### src/rtl/uart_tx_scheduler.sv
// uart_tx_scheduler
//   Shares one uart_out transmitter among N byte requesters. A round-robin
//   arbiter picks one requester per frame, registers its byte, pulses
//   tx_start for one cycle and then holds off further grants until the frame
//   plus the inter-frame gap has left the line. Clocked by the bit-rate clock
//   (one cycle per UART bit).
//
// Ports
//   clk        in   bit-rate clock
//   rst_n      in   asynchronous active-low reset
//   en         in   grant enable, sampled only while idle
//   req        in   [N]   per-requester level request, held until ack
//   req_data   in   [8N]  byte of requester i on bits [8i+7:8i]
//   ack        out  [N]   one-cycle pulse to the granted requester
//   tx_data    out  [8]   byte for uart_out, stable for the whole frame
//   tx_start   out        one-cycle start pulse for uart_out
//   busy       out        high while a frame or its gap is in progress
//   last_grant out  [3]   index of the most recently granted requester
//   dbg_state  out        current FSM state (0 = IDLE, 1 = BUSY)
//
// Handshake: a requester raises req[i] with req_data stable; the block
// answers with a single-cycle ack[i] on the grant edge. Requests seen while
// busy are ignored (not latched); a req still high on the next idle cycle is
// treated as a fresh request.
//
// A reset during a frame clears the outputs immediately, so the transmitter
// may emit a truncated frame; that is accepted behaviour.
module uart_tx_scheduler #(
  parameter int N          = 2,
  parameter int FRAME_BITS = 11,
  parameter int GAP_BITS   = 1
) (
  input  logic             clk,
  input  logic             rst_n,
  input  logic             en,
  input  logic [N-1:0]     req,
  input  logic [8*N-1:0]   req_data,
  output logic [N-1:0]     ack,
  output logic [7:0]       tx_data,
  output logic             tx_start,
  output logic             busy,
  output logic [2:0]       last_grant,
  output logic             dbg_state
);

  localparam int PW    = (N > 1) ? $clog2(N) : 1;
  localparam int TOTAL = FRAME_BITS + GAP_BITS;
  localparam int CW    = $clog2(TOTAL + 1);
  // Loaded on the grant edge; the BUSY state then lasts TOTAL cycles
  // (count TOTAL-1 down to 0, plus the cycle that sees zero).
  localparam logic [CW-1:0] CNT_LOAD = CW'(TOTAL - 1);
  localparam logic [PW-1:0] PTR_RST  = PW'(N - 1);

  typedef enum logic {
    S_IDLE = 1'b0,
    S_BUSY = 1'b1
  } state_e;

  state_e          state_q, state_d;
  logic [CW-1:0]   cnt_q, cnt_d;
  logic [PW-1:0]   ptr_q, ptr_d;
  logic [N-1:0]    ack_q, ack_d;
  logic [7:0]      tx_data_q, tx_data_d;
  logic            tx_start_q, tx_start_d;
  logic            busy_q, busy_d;
  logic [2:0]      last_grant_q, last_grant_d;

  logic            win_found;
  logic [PW-1:0]   win_idx;
  logic [7:0]      req_bytes [N];

  for (genvar g = 0; g < N; g++) begin : g_bytes
    assign req_bytes[g] = req_data[8*g +: 8];
  end

  // Round-robin pick: first set request scanning cyclically from ptr+1.
  // j stays below N, so out-of-range indices are never produced.
  always_comb begin : pick
    int j;
    win_found = 1'b0;
    win_idx   = '0;
    j         = 0;
    for (int k = 1; k <= N; k++) begin
      j = (int'(ptr_q) + k) % N;
      if (!win_found && req[PW'(j)]) begin
        win_found = 1'b1;
        win_idx   = PW'(j);
      end
    end
  end

  always_comb begin : next_state
    state_d      = state_q;
    cnt_d        = cnt_q;
    ptr_d        = ptr_q;
    ack_d        = '0;
    tx_start_d   = 1'b0;
    busy_d       = busy_q;
    tx_data_d    = tx_data_q;
    last_grant_d = last_grant_q;
    case (state_q)
      S_IDLE: begin
        if (en && win_found) begin
          state_d          = S_BUSY;
          cnt_d            = CNT_LOAD;
          ptr_d            = win_idx;
          ack_d[win_idx]   = 1'b1;
          tx_start_d       = 1'b1;
          busy_d           = 1'b1;
          tx_data_d        = req_bytes[win_idx];
          last_grant_d     = 3'(win_idx);
        end
      end
      S_BUSY: begin
        if (cnt_q == '0) begin
          state_d = S_IDLE;
          busy_d  = 1'b0;
        end else begin
          cnt_d = cnt_q - 1'b1;
        end
      end
      default: state_d = S_IDLE;
    endcase
  end

  always_ff @(posedge clk or negedge rst_n) begin
    if (!rst_n) begin
      state_q      <= S_IDLE;
      cnt_q        <= '0;
      ptr_q        <= PTR_RST;
      ack_q        <= '0;
      tx_data_q    <= 8'h00;
      tx_start_q   <= 1'b0;
      busy_q       <= 1'b0;
      last_grant_q <= 3'd0;
    end else begin
      state_q      <= state_d;
      cnt_q        <= cnt_d;
      ptr_q        <= ptr_d;
      ack_q        <= ack_d;
      tx_data_q    <= tx_data_d;
      tx_start_q   <= tx_start_d;
      busy_q       <= busy_d;
      last_grant_q <= last_grant_d;
    end
  end

  assign ack        = ack_q;
  assign tx_data    = tx_data_q;
  assign tx_start   = tx_start_q;
  assign busy       = busy_q;
  assign last_grant = last_grant_q;
  assign dbg_state  = state_q;

endmodule

### config.mk
export PLATFORM = sky130hd
export DESIGN_NAME = uart_tx_scheduler
export DESIGN_NICKNAME = d
export VERILOG_FILES = /design/src/rtl/uart_tx_scheduler.sv
export SDC_FILE = /design/constraint.sdc
export NUM_CORES = 1
export LEC_CHECK = 0
export ABC_CLOCK_PERIOD_IN_PS = 1900
export BUFFER_PORTS_ARGS = -buffer_cell sky130_fd_sc_hd__buf_2
export CAP_MARGIN = 20
export CORE_MARGIN = 10
export CORE_UTILIZATION = 42
export DETAILED_ROUTE_END_ITERATION = 8
export PLACE_DENSITY = 0.77
export SLEW_MARGIN = 20
export SYNTH_ARGS = -nofsm -noshare
export SYNTH_HDL_FRONTEND = slang
export SYNTH_SLANG_ARGS = --single-unit
### constraint.sdc
create_clock -name clk -period 1.9 [get_ports clk]
set_input_delay 0.19 -clock clk [delete_from_list [all_inputs] [get_ports clk]]
set_output_delay 0.19 -clock clk [all_outputs]
set_load 0.005 [all_outputs]
==> reports/qor.csv <==
stage,metric,value,unit
sta,skew,0.007755,ns
synth,ys_seq_area_frac,0.5389,
sta,post-route-period-util,0.7774,
cts,clock_latency,0.30,ns
final_layout,syn2layout_area_growth,24.33,%
floorplanning,initial_core_util,0.4463,
sta,fin_hold_ws,0.1547,ns
min_path,hold_path_startpoint,req_data[12],
critical_path,path_max_fanout,3,
critical_path,r2r-end,cnt_q[1],
place,portBuffers,33,
critical_path,rr_startpoint,cnt_q[0],
critical_path,path_cells,inv_1 -> ha_1 -> nor2b_2 -> a21oi_2 -> mux2_4,
power,finalPower,1.577,mW
min_path,hold_path.class,input port to register,
drt,detail-route-antenna-nets,0,
place,pre_cts_ws,0.4379,ns
floorplanning,core_area,1982,um^2
cts,cts_buffers,3,
sta,fmax,677.0,MHz
run,maxCapViolCount,0,
critical_path,worst_ep_arrival_time,1.66,ns
synth,syn_area_per_cell,11.06,um^2
cts,cts_max_level,1,
drt,num_vias,669,
critical_path,path_class,register to register,
final_layout,nNetsFinal,139,
synth,ys_ff_latch,19,
drt,viasPerCell,4.711,
critical_path,path_buf_inv,1,
grt,grt_pass1_vias,782,
final_layout,nFillCells,194,
synth,synth_warnings,0,
cts,clk_pin_slew,0.11,ns
cts,cts.sinks,19,
drt,drt_iter0_drc,13,
sta,setup_violations,0,
critical_path,start_kind,register,
critical_path,reg2reg_depth,5,
critical_path,critical_path_required,2.09,ns
drt,firstDrtPassIters,3,
place,place_inst,137,
power,p_leak,0.5847,nW
floorplanning,die_area,4342,um^2
grt,grt_antenna_before_repair,0,
synth,syn_area,884.6,um^2
final_layout,n_antenna_cell,0,
critical_path,critPathSlowestCell,dfrtp_1,
sta,fin_setup_tns,0,ns
place,finalWeightedCongestion,0.7657,
critical_path,cp_slowest_stage_delay,0.39,ns
synth,synth_flop_cell,dfrtp_1,
synth,synth_cells,80,
synth,synth_edf_count,0,
grt,grt_max_degree,21,
sta,rsz0062_at_grt,false,
critical_path,crit_path_end_kind,register,
floorplanning,fp-row-count,16,
critical_path,critPathLaunch,cnt_q[0],
grt,grt_pass1_wl,3408,um
drt,post_drt_wl_per_cell,13.32,um
grt,grt_usage,0.09862,
final_layout,fin_cells,142,
grt,overflow,0,
drt,routed_wl,1892,um
synth,synthArstFlopShare,1.000,
synth,synth_cell_type_count,29,
cts,cts.path.max_buffers,2,
sta,setup_ws,0.4229,ns
cts,cts-root-buf,clkbuf_4,
floorplanning,die_h,65.90,um
place,placed_cell_area,1062,um^2
floorplanning,die_x,65.90,um
critical_path,regToRegSetupSlack,0.42,ns
power,p_per_area,1434,nW/um^2
sta,slew_violations,0,
place,hpwlAfterDp,1519,um
critical_path,crit_family,flip-flops,
final_layout,layout-drive-gt1-share,0.4000,
drt,drc,0,
final_layout,design_area,1100,um^2
sta,hold_viol,0,
run_status,status,completed,
floorplanning,io_pins,37,
power,irDropWorstVdd,0.0008248,V
final_layout,final_util,0.5549,
sta,post-route-min-period,1.477,ns
cts,cts_tree,yes,
min_path,min_delay_path_depth,3,
min_path,min_to,tx_data[4],
area by class of cell:
class,instances,area (um^2),share of cell area
clock inverter,1,5.005,0.004551
inverter,3,11.26,0.01024
tap,27,33.78,0.03072
clock buffer,3,22.52,0.02048
sequential,19,476.7,0.4334
timing repair buffer,35,182.7,0.1661
multi-input combinational,54,367.9,0.3345
layout by cell type, fill, tap and decap left out, drive strengths merged:
master,n
buf,34
dfrtp,18
nand2,11
o21ai,11
mux2i,9
clkbuf,3
inv,3
a21oi,3
xnor2,2
ha,2
conb,2
nor2b,2
nor2,2
nor3b,2
nand3b,1
and2b,1
and2,1
nor3,1
a2bb2oi,1
a21o,1
mux2,1
a22oi,1
clkinv,1
dlygate4sd3,1
dfstp,1
state kept, by name, indices dropped and copies added, names as in the netlist:
signal      flops
tx_data         8
ack             2
tx_start        1
cnt_q           4
last_grant      1
dbg_state       1
busy            1
ptr_q           1
cells in the mapped netlist (2+ instances only):
| cell type | count | area, um^2 |
|---|---|---|
| o21ai_1 | 3 | 15.01 |
| ha_1 | 2 | 25.02 |
| nand2_1 | 11 | 41.29 |
| dfrtp_1 | 18 | 450.4 |
| mux2i_1 | 9 | 90.09 |
| a21oi_1 | 2 | 10.01 |
| xnor2_1 | 2 | 17.52 |
| inv_1 | 2 | 7.510 |
| o21ai_0 | 8 | 40.04 |
| buf_2 | 2 | 10.01 |
| buf_4 | 3 | 22.52 |
tightest hold or removal path: stages:
cell and delay, ns:
buf_2 0.07, mux2i_1 0.05, o21ai_1 0.10
power by group:
part	internal [mW]	switching, mW	leakage [nW]	total, mW
Combinational	0.356	0.265	0.335	0.621
Sequential	0.587	0.166	0.232	0.752
Clock	0.0784	0.125	0.0177	0.204
routing by layer:
layer	wire, um	track usage
met5	0	0
met4	15	0.04011
met3	129	0.04068
met2	874	0.1618
met1	872	0.1100
worst max path at each step:
stage	end	slack, ns	depth (start not counted)
6_report	cnt_q[1]	0.42	5
2_1_floorplan	cnt_q[1]	0.53	5
4_1_cts	cnt_q[1]	0.41	5
3_3_place_gp	cnt_q[1]	0.49	5
3_5_place_dp	cnt_q[1]	0.44	5
5_1_grt	cnt_q[1]	0.35	5
cell families after synthesis:
group                      synth area share
DFF                                  0.5389
and+or+nand+nor                      0.1301
adders and majority gates           0.02828
buffers and inverters               0.04950
AOI/OAI and AO/OA                    0.1103
xor gates and xnor gates            0.01981
other                              0.004239
muxes                                0.1188
what timing repair did:
item / CTS / global route
hold buffers: 1 / 0
gates resized for setup: 0 / 0
endpoints found under the hold margin: 18 / 0
setup buffers: 0 / 0
(Power assumes the default switching activity.)
